### config.mk
export PLATFORM = sky130hd
export DESIGN_NAME = global_sum_layer
export DESIGN_NICKNAME = d
export VERILOG_FILES = /design/src/rtl/global_sum_layer.sv
export SDC_FILE = /design/constraint.sdc
export NUM_CORES = 1
export LEC_CHECK = 0
export BUFFER_PORTS_ARGS = -buffer_cell sky130_fd_sc_hd__buf_4
export CORE_MARGIN = 3
export CORE_UTILIZATION = 39
export CTS_CLUSTER_DIAMETER = 100
export DETAILED_ROUTE_END_ITERATION = 7
export HOLD_SLACK_MARGIN = 0.06
export PLACE_DENSITY = 0.69
export SLEW_MARGIN = 0
export SYNTH_ARGS = -nofsm -noshare
export SYNTH_HDL_FRONTEND = slang
export SYNTH_SLANG_ARGS = --single-unit
### constraint.sdc
create_clock -name clk_i -period 3.5 [get_ports clk_i]
set_input_delay 0.35 -clock clk_i [delete_from_list [all_inputs] [get_ports clk_i]]
set_output_delay 0.35 -clock clk_i [all_outputs]
set_load 0.02 [all_outputs]
### src/rtl/global_sum_layer.sv
// Per-channel global sum pooling: accumulates every pixel of a frame per channel
// and emits one summed vector per frame over an elastic valid/ready stream.
module global_sum_layer #(
   parameter int LineWidthPx = 4,
   parameter int LineCountPx = 3,
   parameter int WidthIn     = 1,
   parameter int InChannels  = 1,
   localparam int PixelCount = LineWidthPx * LineCountPx,
   localparam int SumGrowth  = ($clog2(PixelCount) > 1) ? $clog2(PixelCount) : 1,
   localparam int WidthOut   = WidthIn + SumGrowth
) (
   input  logic                                 clk_i,
   input  logic                                 rst_ni,
   input  logic                                 valid_i,
   output logic                                 ready_o,
   input  logic [InChannels-1:0][WidthIn-1:0]   data_i,
   output logic                                 valid_o,
   input  logic                                 ready_i,
   output logic [InChannels-1:0][WidthOut-1:0]  data_o
);

   localparam int XW = (LineWidthPx > 1) ? $clog2(LineWidthPx) : 1;
   localparam int YW = (LineCountPx > 1) ? $clog2(LineCountPx) : 1;
   localparam logic [XW-1:0] XLast = XW'(LineWidthPx - 1);
   localparam logic [YW-1:0] YLast = YW'(LineCountPx - 1);

   logic [XW-1:0]                        x_pos;
   logic [YW-1:0]                        y_pos;
   logic [InChannels-1:0][WidthOut-1:0]  acc;
   logic [InChannels-1:0][WidthOut-1:0]  acc_sum;
   logic [InChannels-1:0][WidthOut-1:0]  sum_r;
   logic                                 valid_r;
   logic                                 last_col;
   logic                                 last_row;
   logic                                 last_px;
   logic                                 in_fire;
   logic                                 out_fire;

   assign last_col = (x_pos == XLast);
   assign last_row = (y_pos == YLast);
   assign last_px  = last_col & last_row;

   // NOTE: ready_o depends combinationally on ready_i so the frame-closing pixel
   // can fire in the same cycle the previous sum drains, giving no gap between frames.
   assign ready_o  = !(last_px && valid_r && !ready_i);
   assign in_fire  = valid_i & ready_o;
   assign out_fire = valid_r & ready_i;

   assign valid_o  = valid_r;
   assign data_o   = sum_r;

   always_comb begin
      acc_sum = '0;
      for (int ch = 0; ch < InChannels; ch++) begin
         acc_sum[ch] = acc[ch] + WidthOut'(data_i[ch]);
      end
   end

   always_ff @(posedge clk_i) begin
      // NOTE: the accumulators are a handful of flops, not a RAM, so they are
      // reset with everything else; an aborted frame must leave no residue.
      if (!rst_ni) begin
         x_pos   <= '0;
         y_pos   <= '0;
         acc     <= '0;
         sum_r   <= '0;
         valid_r <= 1'b0;
      end else begin
         if (out_fire) begin
            valid_r <= 1'b0;
         end
         if (in_fire) begin
            if (last_px) begin
               valid_r <= 1'b1;
               sum_r   <= acc_sum;
               acc     <= '0;
               x_pos   <= '0;
               y_pos   <= '0;
            end else begin
               acc <= acc_sum;
               if (last_col) begin
                  x_pos <= '0;
                  y_pos <= y_pos + 1'b1;
               end else begin
                  x_pos <= x_pos + 1'b1;
               end
            end
         end
      end
   end

endmodule

Word level (Yosys, flattened, before mapping)
Index checks and enable logic that the tools add are counted.
{"block": "word_totals", "ff_bits": 15, "in_bits": 5, "out_inout_bits": 7, "wordCells": 28}
{"block": "op_classes", "n_addsub": 3, "eq_ne": 2, "mux": 8, "bitwise": 3, "n_reduce_logical": 7}
{"op": "$mux 2", "n": 4}
{"op": "$add 5x1->5", "n": 1}
{"op": "$mux 5", "n": 1}
{"op": "$add 2x1->2 const B", "n": 2}
{"op": "$eq 2x2->1 const B", "n": 2}
{"op": "$reduce_and 2->1", "n": 2}
{"op": "$and 1x1->1", "n": 3}
{"op": "$mux 1", "n": 3}
{"op": "$logic_and 1x1->1", "n": 2}
{"op": "$logic_not 1->1", "n": 2}
{"op": "$reduce_bool 2->1", "n": 1}

Depth between registers and ports, before layout
{"block": "depth", "depth_word": 7, "ltp_mapped": 5, "depth_no_buf": 5}

Worst setup path after synthesis
Ideal clock, no wire load.
{"block": "synth_path", "path_kind": "register to output", "from": "register x_pos[0]", "to": "output ready_o", "t_arrival_ns": 1.062, "required_time_ns": 3.150, "setup_slack_ns": 2.088, "stages_incl_launch_ff": 4, "n_path_buf": 0, "path_cell_list": "dfxtp_1 > ha_1 > nand3b_2 > or2_2"}
{"block": "synth_between", "elab_chain_cells": 5}
{"element": "from (decl)", "line_no": "27", "text": "logic [XW-1:0] x_pos;"}
{"element": "from (signal assigned)", "line_no": "85", "text": "x_pos <= x_pos + 1'b1;"}
{"element": "$eq 2x2->1", "line_no": "39", "text": "assign last_col = (x_pos == XLast);"}
{"element": "$and 1x1->1", "line_no": "41", "text": "assign last_px = last_col & last_row;"}
{"element": "$logic_and 1x1->1 (2 in a row)", "line_no": "45", "text": "assign ready_o = !(last_px && valid_r && !ready_i);"}
{"element": "$logic_not 1->1", "line_no": "45"}
{"element": "to (decl)", "line_no": "15", "text": "output logic ready_o,"}
Every way passes these cells.

Worst setup path after layout
Same ends and word-level chain as after synthesis.

==> impl_metrics.py <==
metrics = {
    "cells_and_area": {
        "postLayoutCoreUtil": 0.513,
        "syn_to_final_growth_pct": 18.1,
        "layout.nets": 96,
        "final_cell_mix": "dfxtp_1 (15), buf_4 (11), a21oi_1 (8)",
        "drive_above_1_share": 0.195,
        "layout_commonest_cell": "dfxtp_1",
        "n_antenna_cell": 0,
    },
    "synthesis": {
        "avgSynthCellArea_um2": 9.24,
        "yosysWarningCount": 0,
        "synthFlopType": "dfxtp_1",
        "synth_edf_count": 0,
        "syn_inst": 75,
        "ys_seq_area_frac": 0.433,
        "synth_nets": 83,
        "netlist_area_um2": 693,
        "ys_ff_latch": 15,
        "synthArstFlopShare": 0,
        "synth.distinct_cells": 29,
    },
    "sta": {
        "fin_setup_tns_ns": 0,
        "finClkSkew_ns": 0.0111,
        "maxSlewViolCount": 0,
        "timing.fmax_mhz": 525,
        "fin_crit_sh": 0.544,
        "period_minus_slack_ns": 1.90,
        "hold_viol_final": 0,
        "grt_setup_unrepaired": "no",
        "slew_headroom": 0.813,
        "worstMarginPinSlew_ns": 0.281,
        "setup_viol": 0,
    },
    "route": {
        "initialDrtViolationCount": 7,
        "wirelength_mm": 1.30,
        "wl_met1_um": 670,
        "drcViolationCount": 0,
        "wl_met2_um": 517,
        "top_layer_used": "met4",
        "firstDrtPassIters": 2,
        "ant_nets": 0,
        "dr_wl_met3_um": 73,
        "viasPerCell": 5.11,
        "vias": 567,
        "wl_per_cell_um": 11.7,
    },
    "clocking": {
        "cts_tree": "done",
        "cts_sinks": 15,
        "clk_latency_ns": 0.29,
        "clockBufferDepth": 2,
        "cts_resized": 0,
        "htreeDepth": 1,
        "ctsHoldBuffers": 0,
        "postCtsSetupRepairBufs": 0,
        "root_buffer": "clkbuf_4",
        "clk_pin_slew_ns": 0.09,
        "cts_buffers": 3,
    },
    "setup_path": {
        "cp.arrival_ns": 1.55,
        "worstPathRequired_ns": 3.15,
        "crit_path_start_kind": "flip-flop",
        "cpMaxStageDelayCell": "dfxtp_1",
        "path_cells": "ha_1 > nand3b_2 > or2_2 > buf_4",
        "critical_path_class": "flip-flop to primary output",
        "crit_start": "x_pos[0]$_SDFFE_PN0P_",
        "slowest_delay_ns": 0.36,
        "end_kind": "primary output",
        "r2r_start": "x_pos[0]$_SDFFE_PN0P_",
        "cp-endpoint": "ready_o",
        "reg2reg_depth": 4,
        "r2r-end": "acc[0]$_SDFFE_PN0P_",
        "path_max_fanout": 7,
        "r2r_setup_slack_ns": 2.13,
    },
    "grt": {
        "track_usage": 0.134,
        "antenna_found_initial": 0,
        "grt_pass1_wl_mm": 2.05,
        "grt_max_degree": 13,
        "grt_pass1_vias": 474,
        "grt_overflow_total": 0,
    },
    "place": {
        "hpwlAfterDp_um": 957,
        "port_buffers": 11,
        "gp_congestion": 0.749,
    },
    "floorplan": {
        "core_area_um2": 1590,
        "initial_core_util": 0.435,
        "io_pins": 12,
        "die_w_um": 48.2,
        "rows": 14,
        "die-area_um2": 2320,
        "die_height_um": 48.2,
    },
    "pwr": {
        "power.density_nw_per_um2": 366,
        "leakage_uw": 0.000303,
        "ir_drop_mv": 0.256,
    },
    "hold_path": {
        "hold_path_class": "primary input to flip-flop",
    },
    "status": {
        "outcome": "finished clean",
    },
    "flow_run": {
        "drv_cap": 0,
    },
}
-- layout make-up --
cell class	instances	area (um2)
Multi-Input combinational cell	56	375
Timing Repair Buffer	11	82.6
Sequential cell	15	300
Inverter	1	3.75
Clock buffer	4	26.3
Tap cell	24	30.0
Fill cell	158	776
-- worst min-delay path by stage --
stage / startpoint / end / slack (ns) / cells after the start
4_1_cts: rst_ni / acc[2]$_SDFFE_PN0P_ / 0.37 / 3
3_3_place_gp: x_pos[1]$_SDFFE_PN0P_ / x_pos[1]$_SDFFE_PN0P_ / 0.46 / 2
6_report: rst_ni / acc[2]$_SDFFE_PN0P_ / 0.37 / 3
3_5_place_dp: x_pos[1]$_SDFFE_PN0P_ / x_pos[1]$_SDFFE_PN0P_ / 0.46 / 2
2_1_floorplan: x_pos[1]$_SDFFE_PN0P_ / x_pos[1]$_SDFFE_PN0P_ / 0.44 / 2
5_1_grt: rst_ni / acc[2]$_SDFFE_PN0P_ / 0.38 / 3
-- synth_stat cells (all sizes together), types with 3 or more instances --
library cell | count | area share
nor2 | 3 | 0.016
nand2 | 6 | 0.032
nor2b | 3 | 0.027
nand3 | 5 | 0.036
a21oi | 8 | 0.058
ha | 3 | 0.054
a211oi | 3 | 0.032
o21ai | 5 | 0.036
dfxtp | 15 | 0.43
-- routing by layer --
| metal | vias up | global-route usage |
|---|---|---|
| met2 | 13 | 0.174 |
| met4 | 0 | 0.0806 |
| li1 | 302 | - |
| met3 | 4 | 0.0664 |
| met1 | 248 | 0.176 |
| met5 | - | 0 |
-- power by group --
| part | switching [uW] | leakage, uW | internal (uW) |
|---|---|---|---|
| combinational | 12.4 | 0.000167 | 10.3 |
| clock | 55.7 | 0.0000150 | 44.4 |
| sequential | 2.57 | 0.000121 | 174 |
| total | 70.7 | 0.000303 | 229 |
-- per-stage QoR --
step                      cells  hold slack [ns]  setup WS [ns]  total power [uW]  cell area [um2]
after floorplan              75            0.438           2.09               195              693
after global placement      107            0.455           1.94               203              792
after detailed placement    107            0.459           1.91               203              792
after CTS                   111            0.371           1.59               302              818
after global routing        111            0.376           1.52               312              818
final                       111            0.368           1.60               300              818
-- critical path, delay by kind of cell (launching register included) --
kind	cells	cell delay (ns)
flip-flops	1	0.36
adder cells (fa/ha/maj)	1	0.29
AND/OR/NAND/NOR	2	0.47
buffers and inverters	1	0.16
-- kinds of logic (layout without fill, tap and decap cells) --
kind of cell / Yosys count / in the layout / synth area share
AOI/OAI and AO/OA: 23 / 23 / 0.209
xor gates and xnor gates: 2 / 2 / 0.0253
adders and majority gates: 3 / 3 / 0.0542
buffers and inverters: 4 / 16 / 0.0253
DFF: 15 / 15 / 0.433
muxes: 1 / 1 / 0.0144
and+or+nand+nor: 27 / 27 / 0.238
-- sequential cells by signal, indices dropped and copies added (netlist names) --
signal   count
data_o       5
acc          5
x_pos        2
valid_o      1
y_pos        2
Power figures use the tool's default switching activity.
